<file path="config.mk">
export PLATFORM = sky130hd
export DESIGN_NAME = pc_seq_ctrl
export DESIGN_NICKNAME = d
export VERILOG_FILES = /design/src/rtl/pc_seq_pkg.sv /design/src/rtl/pc_redirect_mux.sv /design/src/rtl/pc_seq_ctrl.sv
export SDC_FILE = /design/constraint.sdc
export NUM_CORES = 1
export LEC_CHECK = 0
export CORE_ASPECT_RATIO = 1.5
export CORE_MARGIN = 4
export CORE_UTILIZATION = 30
export DETAILED_ROUTE_END_ITERATION = 8
export GPL_ROUTABILITY_DRIVEN = 0
export PLACE_DENSITY = 0.66
export REMOVE_ABC_BUFFERS = 1
export SLEW_MARGIN = 20
export SYNTH_ARGS = -nofsm -noshare
export SYNTH_HDL_FRONTEND = slang
export SYNTH_SLANG_ARGS = --single-unit
export TNS_END_PERCENT = 5
</file>
<file path="constraint.sdc">
create_clock -name clk -period 2.2 [get_ports clk]
set_clock_uncertainty 0.05 [all_clocks]
set_input_delay 0.44 -clock clk [delete_from_list [all_inputs] [get_ports clk]]
set_output_delay 0.44 -clock clk [all_outputs]
set_load 0.005 [all_outputs]
</file>
<file path="src/rtl/pc_seq_pkg.sv">
// pc_seq_pkg: shared FSM state encodings, redirect source enum and reset vector default
package pc_seq_pkg;
  typedef enum logic [1:0] {BOOT = 2'd0, FETCH = 2'd1, WAIT = 2'd2, HALT = 2'd3} state_t;
  typedef enum logic [2:0] {SRC_SEQ, SRC_BR, SRC_JMP, SRC_MRET, SRC_TRAP} src_t;
  localparam logic [31:0] RESET_VEC_DEF = 32'h0000_0000;
endpackage

</file>
<file path="src/rtl/pc_redirect_mux.sv">
// pc_redirect_mux: priority select trap>mret>jmp>br of redirect target; outputs live flag and target
module pc_redirect_mux
  import pc_seq_pkg::*;
#(
  parameter int XLEN = 32
) (
  input  logic            trap,
  input  logic [XLEN-1:0] mtvec,
  input  logic            mret,
  input  logic [XLEN-1:0] mepc,
  input  logic            jmp,
  input  logic [XLEN-1:0] jmp_target,
  input  logic            br_taken,
  input  logic [XLEN-1:0] br_target,
  output logic            live,
  output logic [XLEN-1:0] target
);
  src_t src;
  always_comb begin
    src = trap ? SRC_TRAP : mret ? SRC_MRET : jmp ? SRC_JMP : br_taken ? SRC_BR : SRC_SEQ;
    target = trap ? {mtvec[XLEN-1:2], 2'b00} : mret ? mepc : jmp ? jmp_target : br_taken ? br_target : '0;
  end
  assign live = src != SRC_SEQ;
endmodule

</file>
<file path="src/rtl/pc_seq_ctrl.sv">
// pc_seq_ctrl: fetch sequencer; drives PC en/npc and imem_req from imem handshake, stall, halt and redirects
module pc_seq_ctrl
  import pc_seq_pkg::*;
#(
  parameter int              XLEN      = 32,
  parameter logic [XLEN-1:0] RESET_VEC = XLEN'(RESET_VEC_DEF),
  parameter int              ILEN      = 4
) (
  input  logic            clk,
  input  logic            rst,
  input  logic [XLEN-1:0] pc,
  output logic            imem_req,
  input  logic            imem_ready,
  input  logic            stall,
  input  logic            br_taken,
  input  logic [XLEN-1:0] br_target,
  input  logic            jmp,
  input  logic [XLEN-1:0] jmp_target,
  input  logic            trap,
  input  logic [XLEN-1:0] mtvec,
  input  logic            mret,
  input  logic [XLEN-1:0] mepc,
  input  logic            halt_req,
  input  logic            resume,
  output logic            pc_en,
  output logic [XLEN-1:0] npc,
  output logic            redir_pend,
  output logic [1:0]      state
);
  state_t state_q, state_n;
  logic pend_q, live, adv;
  logic [XLEN-1:0] pend_tgt_q, tgt;
  pc_redirect_mux #(.XLEN(XLEN)) u_mux (
    .trap(trap), .mtvec(mtvec), .mret(mret), .mepc(mepc),
    .jmp(jmp), .jmp_target(jmp_target), .br_taken(br_taken), .br_target(br_target),
    .live(live), .target(tgt)
  );
  always_comb begin
    adv = imem_ready & ~stall;
    state_n = state_q;
    pc_en = 1'b0;
    imem_req = 1'b0;
    npc = live ? tgt : pend_q ? pend_tgt_q : pc + XLEN'(ILEN);
    unique case (state_q)
      BOOT: begin
        pc_en = 1'b1;
        npc = RESET_VEC;
        state_n = FETCH;
      end
      FETCH: begin
        imem_req = 1'b1;
        pc_en = adv;
        state_n = !imem_ready ? WAIT : (adv && halt_req) ? HALT : FETCH;
      end
      WAIT: begin
        imem_req = 1'b1;
        state_n = imem_ready ? FETCH : WAIT;
      end
      HALT: state_n = (resume || trap) ? FETCH : HALT;
    endcase
    if (rst) begin
      pc_en = 1'b1;
      npc = RESET_VEC;
      imem_req = 1'b0;
    end
  end
  // A live redirect that cannot be applied now is held until the next PC advance; newest wins.
  always_ff @(posedge clk) begin
    if (rst) begin
      state_q <= BOOT;
      pend_q <= 1'b0;
      pend_tgt_q <= '0;
    end else begin
      state_q <= state_n;
      if (state_q != BOOT) begin
        if (pc_en) pend_q <= 1'b0;
        else if (live) begin
          pend_q <= 1'b1;
          pend_tgt_q <= tgt;
        end
      end
    end
  end
  assign redir_pend = pend_q;
  assign state = state_q;
endmodule

</file>
# Word level (Yosys, flattened, before mapping)
# Index checks and enable logic that the tools add are counted.
# totals
regBits,35
latch_bits,0
ram_bits,0
rom_bits,0
inputBits,170
output_inout_bits,37
wordCells,42
n_memories,0
# classes
addsub,1
multipliers,0
div,0
order_cmp,0
n_eq_ne,3
n_shift,0
muxes,23
n_bitwise,3
reduce_logical,9
# ops
cell,n
$mux 32,8
$add 32x3->32 const B,1
$mux 3,3
$mux 2,4
$pmux 2 s4,1
$mux 1,6
$eq 2x2->1 const B,2
$reduce_bool 2->1,2
$reduce_and 3->1,1
$reduce_bool 3->1,1
$eq 2x1->1 const B,1
$logic_not 2->1,1
$not 1->1,2
$pmux 1 s2,1
$reduce_and 2->1,1
$reduce_or 2->1,1
$and 1x1->1,1
$logic_and 1x1->1,1
$logic_or 1x1->1,1

# Longest topological paths before layout
# logic_depth
depth_word,8
mapped_depth,8

# Modules after synthesis
# Synthesis repeated with hierarchy kept, for this count alone.
# hier_totals
hier_cells,502
hier_area_um2,3603.5
# by_module_without_submodules
mod,n_inst,cells_per_inst,area_per_inst_um2
pc_seq_ctrl,1,381,2735.1
pc_redirect_mux,1,121,868.3

# Least setup slack after synthesis
# No wires, ideal clock.
# synth_timing
kind,input to output
start,in pc[12]
end,out npc[26]
t_arrival_ps,1833
t_required_ps,1710
setup_slack_ps,-123
stages,6
n_path_buf,1
path_cell_list,buf_4 -> nand4_2 -> or4_4 -> nor4_2 -> xnor2_1 -> a221oi_2
# synth_between
elab_chain_len,5
# synth_lines
element,line,source
from (decl),pc_seq_ctrl.sv:11,"input logic [XLEN-1:0] pc,"
$add 32x3->32,pc_seq_ctrl.sv:43,npc = live ? tgt : pend_q ? pend_tgt_q : pc + XLEN'(ILEN);
$mux 32 (2 in a row),pc_seq_ctrl.sv:43,
$mux 32,pc_seq_ctrl.sv:44,unique case (state_q)
$mux 32,pc_seq_ctrl.sv:61,if (rst) begin
to (decl),pc_seq_ctrl.sv:26,"output logic [XLEN-1:0] npc,"
# No other way between the ends.

# Worst setup path in the final report
# layout_timing
start,in pc[7]
end,out npc[12]
# Same word-level chain as after synthesis.

==> impl_metrics.tcl <==
set metrics [dict create \
    fin_crit_sh 1.14 \
    dp_hpwl_um 13000 \
    yosysWarnings 0 \
    synth.top_cell.area_share 0.200 \
    worstHoldPathType "register to register" \
    path_clk_slew_ns 0.05 \
    mostFrequentLayoutCells "clkdlybuf4s50_1, buf_4, nor2_1, buf_2, a21oi_1" \
    antenna_found_initial 1 \
    root_buffer "clkbuf_16" \
    drtIter0Drc 312 \
    setup_violations 29 \
    die_w_um 96.2 \
    netlist_instances 499 \
    yosysSeqAreaShare 0.200 \
    failed_checks "negative setup slack" \
    relSlewSlack 0.695 \
    synth_flop_cell "dfxtp_1" \
    num_vias 5282 \
    maxSlewViolCount 0 \
    critPathCaptureType "primary output" \
    core-area_mm2 0.0115 \
    worst_pin_slew_ns 0.457 \
    power_mw 2.63 \
    start_util 0.305 \
    power_frac_comb 0.468 \
    crit_end "npc[12]" \
    postRouteAntennaNets 0 \
    synth_area_mm2 0.00350 \
    startpoint "pc[7]" \
    wl_per_cell_um 18.0 \
    run_status "finished, violations left" \
    r2r_end "pend_tgt_q[23]$_SDFFE_PP0P_" \
    cts_tree "yes" \
    sequentialPowerShare 0.271 \
    htreeDepth 2 \
    first_global_vias 5450 \
    cap_violations 0 \
    pin_count 207 \
    synth_area_per_cell_um2 7.02 \
    required_ns 1.71 \
    cts.sink_count 35 \
    postCtsHoldBufs 0 \
    cts_buffers 5 \
    synth_edf_count 0 \
    layout_commonest_cell "clkdlybuf4s50_1" \
    grt_max_degree 36 \
    grt_usage 0.244 \
    async_flop_share 0 \
    hold_viol_final 0 \
    dr.pass1.iters 5 \
    io_buffers 204 \
    intPower_mw 1.80 \
    cellPowerDensity_mw_per_mm2 364 \
    drive_gt1_frac 0.367 \
    r2r.worst_path.cells 11 \
    fmax_mhz 398 \
    fin_tns_setup_ns -5.21 \
    wl_um 17400 \
    clockBufferDepth 2 \
    clock_latency_ns 0.28 \
    fin_crit_ns 2.51 \
    power.switching_uw 839 \
    clockPowerShare 0.261 \
    synth_cell_types 56 \
    whs_ns 0.447 \
    rsz0062_at_grt "true" \
    r2r_setup_slack_ns 0.14 \
    core.rowCount 48 \
    syn_to_final_growth_pct 106 \
    grt_pass1_wl_um 26200 \
    r2r-start "state[0]$_SDFF_PP0_" \
    fill_cells 966 \
    start_kind "input port" \
    pre_cts_slack_ns -1.27 \
    swShare 0.318 \
    nNetsFinal 989 \
    critPathMaxFanout 4 \
    ys_ff_latch 35 \
    leakagePower_nw 2.86 \
    die_area_mm2 0.0135 \
    crit_type "input port to primary output" \
    yosysTopAreaCell "dfxtp_1" \
    cp_data_arrival_time_ns 2.02 \
    synth_top_cells_by_area "dfxtp_1, a221oi_1, a211oi_1" \
    drc 0 \
    irDropWorstVdd_mv 0.537 \
    setup_slack_ns -0.313 \
    avgViaCountPerCell 5.47 \
    dieHeight_um 140 \
    grt_overflow 0 \
]
==> synth_stat cells, types with 3 or more instances <==
cell and number:
nor4_1 8, clkbuf_1 35, buf_2 4, o211ai_1 3, nor2b_1 30, buf_1 3
nand3_1 14, a31oi_1 5, nand4_1 5, mux2_2 3, o22ai_1 8, o21ai_0 24
o31ai_1 4, ha_1 5, dfxtp_1 35, nor3_1 32, nor2_1 56, and2_1 4
inv_1 13, and4_1 4, a221oi_1 28, a22oi_1 6, a221o_1 5, nand2b_1 4
a211oi_1 31, mux2i_1 8, xnor2_1 6, nand2_1 26, xor2_1 10, a21oi_1 45
==> through the flow <==
stage / utilization / std cells / cell area (µm²)
after floorplan: - / 454 / 3310
after global placement: 0.566 / 927 / 6490
after detailed placement: 0.566 / 927 / 6490
after CTS: 0.623 / 963 / 7150
after global routing: 0.630 / 966 / 7230
final: 0.630 / 966 / 7230
==> critical path, cell delays in order <==
cell     delay, ns
buf_8         0.08
nand3_4       0.08
buf_8         0.14
buf_6         0.11
buf_6         0.11
or3_4         0.40
xnor2_2       0.17
nor2_2        0.06
o32ai_2       0.27
buf_2         0.17
==> flip-flops by register name (all words and copies together) (netlist names) <==
register    count
pend_tgt_q     32
redir_pend      1
state           2
==> cell families (layout without fill, tap and decap cells) <==
| kind of cell | Yosys count | count (layout) | share of synthesized area |
|---|---|---|---|
| buffers and inverters | 58 | 374 | 0.0689 |
| muxes | 11 | 11 | 0.0325 |
| AOI/OAI and AO/OA | 175 | 175 | 0.344 |
| xor gates and xnor gates | 16 | 16 | 0.0400 |
| and+or+nand+nor | 199 | 199 | 0.297 |
| other | 0 | 1 | 0 |
| adders and majority gates | 5 | 5 | 0.0179 |
| DFF | 35 | 35 | 0.200 |
==> routing by layer <==
metal	routed length, µm	vias up	global-route usage
met1	6240	2500	0.260
li1	-	2528	-
met3	1140	34	0.0425
met5	0	-	0
met4	516	0	0.0855
met2	9500	220	0.463
==> final cells by class <==
type                            instances  area, µm²  share of cell area
Tap cell                              150        188              0.0260
Sequential cell                        35        703              0.0973
Clock inverter                          1       5.00            0.000692
Inverter                               13       48.8             0.00675
Clock buffer                            7        133              0.0183
Multi-Input combinational cell        406       3000               0.414
Timing Repair Buffer                  353       3150               0.436
Antenna cell                            1       2.50            0.000346
==> timing repair <==
item                       4_1_cts  5_1_grt
gates cloned                     1        0
setup buffers                   27        2
setup endpoints to repair       65       62
resized for setup              327       16
pin swaps                       55       11
==> worst min path at each step <==
stage / from / endpoint / slack, ns / cells past startpoint
after floorplan: pend_tgt_q[13]$_SDFFE_PP0P_ / pend_tgt_q[13]$_SDFFE_PP0P_ / 0.40 / 2
after global placement: pend_tgt_q[13]$_SDFFE_PP0P_ / pend_tgt_q[13]$_SDFFE_PP0P_ / 0.42 / 2
after detailed placement: pend_tgt_q[13]$_SDFFE_PP0P_ / pend_tgt_q[13]$_SDFFE_PP0P_ / 0.43 / 2
after CTS: pend_tgt_q[13]$_SDFFE_PP0P_ / pend_tgt_q[13]$_SDFFE_PP0P_ / 0.44 / 2
after global routing: pend_tgt_q[12]$_SDFFE_PP0P_ / pend_tgt_q[12]$_SDFFE_PP0P_ / 0.48 / 2
final: pend_tgt_q[19]$_SDFFE_PP0P_ / pend_tgt_q[19]$_SDFFE_PP0P_ / 0.45 / 2
==> power by group through the flow <==
stage | clock, mW | combinational [mW] | sequential, mW
finish | 0.688 | 1.23 | 0.713
global route | 0.725 | 1.32 | 0.717
CTS | 0.694 | 1.21 | 0.710
detailed placement | 0 | 1.13 | 0.724
global placement | 0 | 1.11 | 0.721
floorplan | 0 | 0.360 | 0.731
(Power assumes the default switching activity.)
